File: src/rtl/inv_search_bvmul_if.sv
// rtl/inv_search_bvmul_if.sv - request/response bundle for the multiplicative inverse search
// The requester drives the master side; the search engine sits on the slave side.
interface inv_search_bvmul_if #(
  parameter int W = 4
);
  logic         req_valid;
  logic         req_ready;
  logic [W-1:0] req_s;
  logic [W-1:0] req_t;
  logic [1:0]   req_op;
  logic         abort;
  logic         resp_valid;
  logic         resp_ready;
  logic [W-1:0] resp_x;
  logic         resp_found;
  logic [W:0]   resp_iters;

  modport master (
    output req_valid, req_s, req_t, req_op, abort, resp_ready,
    input  req_ready, resp_valid, resp_x, resp_found, resp_iters
  );

  modport slave (
    input  req_valid, req_s, req_t, req_op, abort, resp_ready,
    output req_ready, resp_valid, resp_x, resp_found, resp_iters
  );
endinterface

File: src/rtl/inv_search_bvmul.sv
// rtl/inv_search_bvmul.sv - smallest x with pred((x*s) mod 2^W, t), one candidate per cycle
// The product is accumulated (prod += s) instead of multiplied, so no multiplier is needed.
module inv_search_bvmul #(
  parameter int W = 4
) (
  input  logic               clk,
  input  logic               rst_n,
  inv_search_bvmul_if.slave  bus
);

  typedef enum logic [1:0] {
    IDLE   = 2'd0,
    SEARCH = 2'd1,
    DONE   = 2'd2
  } state_t;

  localparam logic [1:0]   OP_UGT = 2'b00;
  localparam logic [1:0]   OP_ULT = 2'b01;
  localparam logic [1:0]   OP_EQ  = 2'b10;
  localparam logic [W-1:0] X_MAX  = '1;
  localparam logic [W-1:0] X_ONE  = W'(1);
  localparam logic [W:0]   IT_ONE = (W + 1)'(1);

  state_t       state;
  logic [W-1:0] x_q;
  logic [W-1:0] prod_q;
  logic [W-1:0] s_q;
  logic [W-1:0] t_q;
  logic [1:0]   op_q;
  logic         hit;

  logic         req_ready_q;
  logic         resp_valid_q;
  logic [W-1:0] resp_x_q;
  logic         resp_found_q;
  logic [W:0]   resp_iters_q;

  always_comb begin
    hit = 1'b0;
    case (op_q)
      OP_UGT:  hit = (prod_q >  t_q);
      OP_ULT:  hit = (prod_q <  t_q);
      OP_EQ:   hit = (prod_q == t_q);
      default: hit = (prod_q >= t_q);
    endcase
  end

  always_ff @(posedge clk or negedge rst_n) begin
    if (!rst_n) begin
      state        <= IDLE;
      x_q          <= '0;
      prod_q       <= '0;
      s_q          <= '0;
      t_q          <= '0;
      op_q         <= '0;
      req_ready_q  <= 1'b1;
      resp_valid_q <= 1'b0;
      resp_x_q     <= '0;
      resp_found_q <= 1'b0;
      resp_iters_q <= '0;
    end else begin
      case (state)
        IDLE: begin
          if (bus.req_valid) begin
            s_q         <= bus.req_s;
            t_q         <= bus.req_t;
            op_q        <= bus.req_op;
            x_q         <= '0;
            prod_q      <= '0;
            req_ready_q <= 1'b0;
            state       <= SEARCH;
          end
        end

        SEARCH: begin
          if (bus.abort) begin
            req_ready_q <= 1'b1;
            state       <= IDLE;
          end else if (hit) begin
            resp_x_q     <= x_q;
            resp_found_q <= 1'b1;
            resp_iters_q <= {1'b0, x_q} + IT_ONE;
            resp_valid_q <= 1'b1;
            state        <= DONE;
          end else if (x_q == X_MAX) begin
            // Exhausted: x_q+1 is exactly 2^W candidates.
            resp_x_q     <= '0;
            resp_found_q <= 1'b0;
            resp_iters_q <= {1'b0, x_q} + IT_ONE;
            resp_valid_q <= 1'b1;
            state        <= DONE;
          end else begin
            x_q    <= x_q + X_ONE;
            prod_q <= prod_q + s_q;
          end
        end

        DONE: begin
          // An abort coinciding with the handshake is just a dropped response.
          if (bus.abort || bus.resp_ready) begin
            resp_valid_q <= 1'b0;
            req_ready_q  <= 1'b1;
            state        <= IDLE;
          end
        end

        default: begin
          resp_valid_q <= 1'b0;
          req_ready_q  <= 1'b1;
          state        <= IDLE;
        end
      endcase
    end
  end

  assign bus.req_ready  = req_ready_q;
  assign bus.resp_valid = resp_valid_q;
  assign bus.resp_x     = resp_x_q;
  assign bus.resp_found = resp_found_q;
  assign bus.resp_iters = resp_iters_q;

endmodule

File: src/flat_wrapper.sv
// flat-port wrapper written by rule: the top's interface ports become plain ports
module inv_search_bvmul_flat 
#(
  parameter int W = 4
)
  (clk, rst_n, bus_req_valid, bus_req_s, bus_req_t, bus_req_op, bus_abort, bus_resp_ready, bus_req_ready, bus_resp_valid, bus_resp_x, bus_resp_found, bus_resp_iters);
  inv_search_bvmul_if #(.W(W)) bus_i ();
  input  logic clk;
  input  logic rst_n;
  input wire logic [$bits(bus_i.req_valid)-1:0] bus_req_valid;
  input wire logic [$bits(bus_i.req_s)-1:0] bus_req_s;
  input wire logic [$bits(bus_i.req_t)-1:0] bus_req_t;
  input wire logic [$bits(bus_i.req_op)-1:0] bus_req_op;
  input wire logic [$bits(bus_i.abort)-1:0] bus_abort;
  input wire logic [$bits(bus_i.resp_ready)-1:0] bus_resp_ready;
  output wire logic [$bits(bus_i.req_ready)-1:0] bus_req_ready;
  output wire logic [$bits(bus_i.resp_valid)-1:0] bus_resp_valid;
  output wire logic [$bits(bus_i.resp_x)-1:0] bus_resp_x;
  output wire logic [$bits(bus_i.resp_found)-1:0] bus_resp_found;
  output wire logic [$bits(bus_i.resp_iters)-1:0] bus_resp_iters;
  assign bus_i.req_valid = bus_req_valid;
  assign bus_i.req_s = bus_req_s;
  assign bus_i.req_t = bus_req_t;
  assign bus_i.req_op = bus_req_op;
  assign bus_i.abort = bus_abort;
  assign bus_i.resp_ready = bus_resp_ready;
  assign bus_req_ready = bus_i.req_ready;
  assign bus_resp_valid = bus_i.resp_valid;
  assign bus_resp_x = bus_i.resp_x;
  assign bus_resp_found = bus_i.resp_found;
  assign bus_resp_iters = bus_i.resp_iters;
  inv_search_bvmul #(.W(W)) u_core (.clk(clk), .rst_n(rst_n), .bus(bus_i));
endmodule
File: config.mk
export PLATFORM = sky130hd
export DESIGN_NAME = inv_search_bvmul_flat
export DESIGN_NICKNAME = d
export VERILOG_FILES = /design/src/rtl/inv_search_bvmul_if.sv /design/src/rtl/inv_search_bvmul.sv /design/src/flat_wrapper.sv
export SDC_FILE = /design/constraint.sdc
export NUM_CORES = 1
export LEC_CHECK = 0
export BUFFER_PORTS_ARGS = -buffer_cell sky130_fd_sc_hd__clkbuf_2
export CORE_MARGIN = 2
export CORE_UTILIZATION = 55
export DETAILED_ROUTE_END_ITERATION = 12
export GPL_ROUTABILITY_DRIVEN = 0
export GPL_TIMING_DRIVEN = 0
export PLACE_DENSITY_LB_ADDON = 0.08
export SKIP_CTS_REPAIR_TIMING = 1
export SYNTH_ARGS = -nofsm -noshare
export SYNTH_HDL_FRONTEND = slang
export SYNTH_SLANG_ARGS = --single-unit
File: constraint.sdc
create_clock -name clk -period 3.7 [get_ports clk]
set_input_delay 0.74 -clock clk [delete_from_list [all_inputs] [get_ports clk]]
set_output_delay 0.74 -clock clk [all_outputs]
set_load 0.01 [all_outputs]
==> results of run 1 <==
==> worst max-delay path: cells and delay by family (launching register included) <==
family / cells / cell delay, ps
adders and majority gates: 1 / 290
AOI/OAI and AO/OA: 4 / 1460
and+or+nand+nor: 1 / 150
DFF: 1 / 430
==> metal layers <==
layer	GRT usage	vias up	share of wire
li1	-	634	-
met1	0.3003	610	0.47
met2	0.3588	31	0.46
met3	0.06250	6	0.051
met4	0.1063	0	0.018
met5	0	-	0
==> power by group <==
group	leakage, nW	internal, mW	switching, mW	total [mW]
Clock	0.0281	0.0699	0.114	0.183
Sequential	0.409	0.498	0.106	0.604
Combinational	0.472	0.284	0.387	0.671
==> state kept, by name, summed over array words and instances (netlist names), 2 cells and up <==
name	cells
u_core.bus.resp_x	4
u_core.op_q	2
u_core.t_q	4
u_core.prod_q	4
u_core.x_q	4
u_core.s_q	4
u_core.bus.resp_iters	5
u_core.state	2
==> logic make-up (layout without fill, tap and decap cells) <==
family / Yosys count / in the layout / synth area share
XOR/XNOR: 4 / 4 / 0.02173
adder cells (fa/ha/maj): 9 / 9 / 0.07448
buffers and inverters: 14 / 47 / 0.03258
multiplexers: 5 / 5 / 0.03413
AO/OA/AOI/OAI: 37 / 37 / 0.1559
AND/OR/NAND/NOR: 62 / 62 / 0.1839
flip-flops: 32 / 32 / 0.4973
==> placed cells by master (no fill, tap or decap), types with 2 or more instances in the layout <==
cell	instances
nor3_1	3
xor2_1	2
a211o_1	2
o31ai_1	2
o22ai_1	2
a22o_1	4
ha_1	8
inv_1	11
clkbuf_1	4
nand2_1	31
mux2_2	4
or3_1	3
a21o_1	2
and2_1	3
xnor2_1	2
clkbuf_2	26
nand3_1	6
clkbuf_4	5
o31a_1	2
dfrtp_1	31
a21oi_1	4
nor2b_1	2
o21ai_0	12
nor2_1	6
==> through the flow <==
stage	setup WS [ps]	util	power (mW)	hold slack, ps
3_3_place_gp	1337	0.6406	1.245	458.4
2_1_floorplan	1590	-	1.079	444.4
6_report	1280	0.6572	1.458	464.1
4_1_cts	1286	0.6572	1.472	484.7
5_1_grt	1124	0.6572	1.604	524.3
3_5_place_dp	1294	0.6406	1.282	476.6
==> worst max-delay path by stage <==
| stage | end | cells after the start |
|---|---|---|
| final | u_core.bus.resp_x[0]$_DFFE_PN0P_ | 6 |
| after global routing | u_core.bus.resp_iters[4]$_DFFE_PN0P_ | 6 |
| after CTS | u_core.bus.resp_x[0]$_DFFE_PN0P_ | 6 |
| after detailed placement | u_core.bus.resp_x[0]$_DFFE_PN0P_ | 6 |
| after global placement | u_core.bus.resp_x[0]$_DFFE_PN0P_ | 6 |
| after floorplan | u_core.bus.resp_iters[0]$_DFFE_PN0P_ | 6 |
==> layout make-up <==
class / count / share of cell area
inverter: 11 / 0.02259
tap: 31 / 0.02122
clock buffer: 6 / 0.02259
timing repair buffer: 26 / 0.07118
multi-input combinational: 117 / 0.4148
sequential: 32 / 0.4387
buffer: 3 / 0.006160
clock inverter: 1 / 0.002738
==> flow_summary.json, run 1 <==
{
  "status": "complete, no violations",
  "fin_nets": 220,
  "place_area_um2": 1782,
  "synth_edf_count": 0,
  "synth_cell_type_count": 40,
  "synth-seq-cells": 32,
  "worstSetupPathType": "reg2reg",
  "drcViolationCount": 0,
  "synth-seq-area-share": 0.4973,
  "min_period_ps": 2420,
  "maxSlewViolCount": 0,
  "hold_violations": 0,
  "grt_max_degree": 33,
  "max-clock-path-buffers": 2,
  "startpoint": "u_core.prod_q[1]$_DFFE_PN0P_",
  "vdd_ir_drop_max_v": 0.0005249,
  "dr.pass1.iters": 6,
  "finClkSkew_ps": 5.330,
  "synth_area_um2": 1613,
  "synth_area_leaders": "dfrtp_1 48%, nand2_1 7.2%, ha_1 6.2%",
  "tns_ps": 0,
  "fmax_mhz": 413.2,
  "routed_wl_mm": 3.133,
  "nFillCells": 240,
  "arrival_ps": 2650,
  "cts_tree": "built",
  "grtUsageTotal": 0.2304,
  "vias": 1281,
  "syn_to_final_growth_pct": 13.34,
  "synth-main-ff-cell": "dfrtp_1",
  "grt.overflow.total": 0,
  "antenna_found_initial": 0,
  "syn_avg_cell_area_um2": 9.894,
  "crit_chain": "ha_1, nor2b_1, o31a_1, o22ai_1, a21boi_0, a22o_1",
  "rsz0062_at_grt": "no",
  "htreeDepth": 2,
  "synthArstFlopShare": 1.000,
  "syn-num-nets": 187,
  "diodes": 0,
  "startpoint_type": "flop",
  "fin_area_um2": 1828,
  "cp_max_fo": 6,
  "timing.rr.end": "u_core.bus.resp_x[0]$_DFFE_PN0P_",
  "r2r-start": "u_core.prod_q[1]$_DFFE_PN0P_",
  "grt_first_pass_wirelength_mm": 5.871,
  "core_area_um2": 2781,
  "r2r_slack_ps": 1280,
  "setup_viol": 0,
  "p_per_area_nw_per_um2": 797.8,
  "r2r_cells": 6,
  "antenna_left": 0,
  "fin_cells": 227,
  "die_h_um": 58.15,
  "drt_iter0_markers": 43,
  "placed_cells": 220,
  "grt_pass1_vias": 1358,
  "yosys.area.top_type": "dfrtp_1",
  "ios": 27,
  "path_clk_slew_ps": 90,
  "insertion_delay_ps": 330,
  "start_util": 0.5798,
  "p_leak_nw": 0.9082,
  "drive_above_1_share": 0.2041,
  "crit_required_ps": 3930,
  "crit_slowest_cell": "o22ai_1",
  "seq_area_um2": 802.0,
  "syn_inst": 163,
  "cts_made_buffers": 5,
  "routedWlPerCell_um": 13.80,
  "slew-limit-headroom": 0.4887,
  "row_count": 19,
  "synth_commonest_cells": "31 x dfrtp_1, 31 x nand2_1, 12 x o21ai_0",
  "maxCapViolCount": 0,
  "tightest_slew_ps": 767.0,
  "die_x_um": 58.15,
  "hp-class": "in2async",
  "dieArea_um2": 3381,
  "end_kind": "flop",
  "io_buffers": 26,
  "cts-root-buf": "clkbuf_4",
  "multi_input_area_um2": 758.2,
  "yosys_warnings": 0,
  "fin_crit_sh": 0.6542,
  "synth_top_area_frac": 0.4810,
  "vias_per_cell": 5.643,
  "slowest_delay_ps": 460,
  "clock_sinks": 32,
  "dp_hpwl_mm": 2.335
}
(Power assumes the default switching activity.)
==> run 2: changes to the inputs <==
--- a/config.mk
+++ b/config.mk
@@ -7,7 +7,7 @@
 export LEC_CHECK = 0
 export BUFFER_PORTS_ARGS = -buffer_cell sky130_fd_sc_hd__clkbuf_2
 export CORE_MARGIN = 2
-export CORE_UTILIZATION = 55
+export CORE_UTILIZATION = 50
 export DETAILED_ROUTE_END_ITERATION = 12
 export GPL_ROUTABILITY_DRIVEN = 0
 export GPL_TIMING_DRIVEN = 0
==> constraint.sdc (replaced) <==
create_clock -name clk -period 2 [get_ports clk]
set_input_delay 0.4 -clock clk [delete_from_list [all_inputs] [get_ports clk]]
set_output_delay 0.4 -clock clk [all_outputs]
set_load 0.01 [all_outputs]
==> run 2 against run 1 <==
The run now ends with setup timing left; total power grew 130%; die area grew 9.3%; sequential power grew 89%; core utilization grew 3.7 points; design area grew 16%; flip-flop and latch count is the same; first-iteration DRC count grew 74%; critical path depth grew 2.
==> flow_summary.json, run 2 (same netlist as run 1, synthesis figures left out) <==
{
  "core_area_um2": 3053,
  "rsz0062_at_grt": "yes",
  "placed_cells": 233,
  "cts-root-buf": "clkbuf_4",
  "r2r_slack_ps": -140,
  "startpoint_type": "flop",
  "dieArea_um2": 3696,
  "drcViolationCount": 0,
  "tightest_slew_ps": 791.9,
  "cp_max_fo": 8,
  "r2r_cells": 8,
  "arrival_ps": 2350,
  "min_period_ps": 2137,
  "grtUsageTotal": 0.2028,
  "start_util": 0.5283,
  "final_cell_mix": "31 x nand2_1, 31 x dfrtp_1, 26 x clkbuf_2",
  "drt_iter0_markers": 75,
  "fin_ws_ps": -136.9,
  "syn_to_final_growth_pct": 31.42,
  "antenna_left": 0,
  "max-clock-path-buffers": 2,
  "grt_max_degree": 33,
  "htreeDepth": 2,
  "dp_hpwl_mm": 2.473,
  "fin_crit_sh": 1.068,
  "fin_cells": 252,
  "row_count": 20,
  "setup_viol": 8,
  "grt.overflow.total": 0,
  "r2r-start": "u_core.t_q[1]$_DFFE_PN0P_",
  "drive_above_1_share": 0.3510,
  "p_per_area_nw_per_um2": 1573,
  "status": "complete, but fails checks",
  "maxSlewViolCount": 0,
  "finClkSkew_ps": 11.72,
  "die_x_um": 60.80,
  "ios": 27,
  "insertion_delay_ps": 330,
  "path_clk_slew_ps": 100,
  "p_leak_nw": 1.006,
  "fin_util": 0.6943,
  "grt_first_pass_wirelength_mm": 5.471,
  "vias": 1375,
  "crit_required_ps": 2210,
  "vdd_ir_drop_max_v": 0.0006851,
  "dp_slack_ps": -296.1,
  "fin_nets": 231,
  "antenna_found_initial": 0,
  "vias_per_cell": 5.456,
  "end_kind": "flop",
  "violations": "setup timing",
  "hp-class": "in2async",
  "dr.pass1.iters": 4,
  "die_h_um": 60.80,
  "timing.rr.end": "u_core.bus.resp_iters[3]$_DFFE_PN0P_",
  "cts_tree": "built",
  "slew-limit-headroom": 0.4721,
  "total_power_mw": 3.333,
  "diodes": 0,
  "maxCapViolCount": 0,
  "grt_pass1_vias": 1237,
  "largest_reg_flops": 5,
  "routedWlPerCell_um": 14.69,
  "hold_violations": 0,
  "routed_wl_mm": 3.702,
  "clock_sinks": 32,
  "io_buffers": 26,
  "cts_made_buffers": 5,
  "fmax_mhz": 468.0,
  "worstSetupPathType": "reg2reg"
}
==> run 2: cell count changes in the layout (fill, tap and decap cells not counted), sizes merged <==
cell and change:
buf +11, clkbuf +2, clkinv -1
==> run 2: critical path: stages (launching register included) <==
cell and delay, ps:
dfrtp_1 390, inv_2 80, ha_4 200, nor2b_4 130, o31a_1 330, o22a_4 280, o21ai_4 150, buf_12 140
mux2_4 290
==> run 2: stage by stage <==
step | hold WS, ps | area [um2] | TNS [ps]
3_5_place_dp | 477.9 | 1809 | -3030
5_1_grt | 188.0 | 2120 | -753.5
4_1_cts | 158.8 | 1868 | -3506
3_3_place_gp | 457.8 | 1809 | -2210
2_1_floorplan | 104.4 | 1624 | -141.3
6_report | 127.2 | 2120 | -641.8
==> run 2: per-layer routing <==
metal | share of wire | track usage
met4 | 0.024 | 0.1025
met5 | 0 | 0
met1 | 0.46 | 0.2561
met3 | 0.037 | 0.04478
met2 | 0.48 | 0.3272
==> run 2: power breakdown <==
group / total [mW] / internal [mW] / leakage [nW] / switching, mW
sequential: 1.14 / 0.921 / 0.409 / 0.220
clock: 0.392 / 0.173 / 0.0326 / 0.219
combinational: 1.80 / 0.871 / 0.565 / 0.929
total: 3.33 / 1.97 / 1.01 / 1.37
==> run 2: how the worst max path moves through the flow <==
stage	startpoint	to	slack, ps
floorplan	u_core.prod_q[1]$_DFFE_PN0P_	u_core.bus.resp_iters[0]$_DFFE_PN0P_	-40
global placement	u_core.prod_q[1]$_DFFE_PN0P_	u_core.bus.resp_x[3]$_DFFE_PN0P_	-250
detailed placement	u_core.prod_q[1]$_DFFE_PN0P_	u_core.bus.resp_x[1]$_DFFE_PN0P_	-300
CTS	u_core.prod_q[1]$_DFFE_PN0P_	u_core.bus.resp_x[1]$_DFFE_PN0P_	-320
global route	u_core.t_q[1]$_DFFE_PN0P_	u_core.bus.resp_iters[3]$_DFFE_PN0P_	-140
finish	u_core.t_q[1]$_DFFE_PN0P_	u_core.bus.resp_iters[3]$_DFFE_PN0P_	-140
==> run 2: area by class of cell <==
| class | instances | area, um2 |
|---|---|---|
| Timing Repair Buffer | 37 | 225.2 |
| Sequential cell | 32 | 802.0 |
| Inverter | 11 | 41.29 |
| Multi-Input combinational cell | 117 | 925.9 |
| Clock buffer | 8 | 58.81 |
| Tap cell | 44 | 55.05 |
| Fill cell | 252 | 933.4 |
| Buffer | 3 | 11.26 |
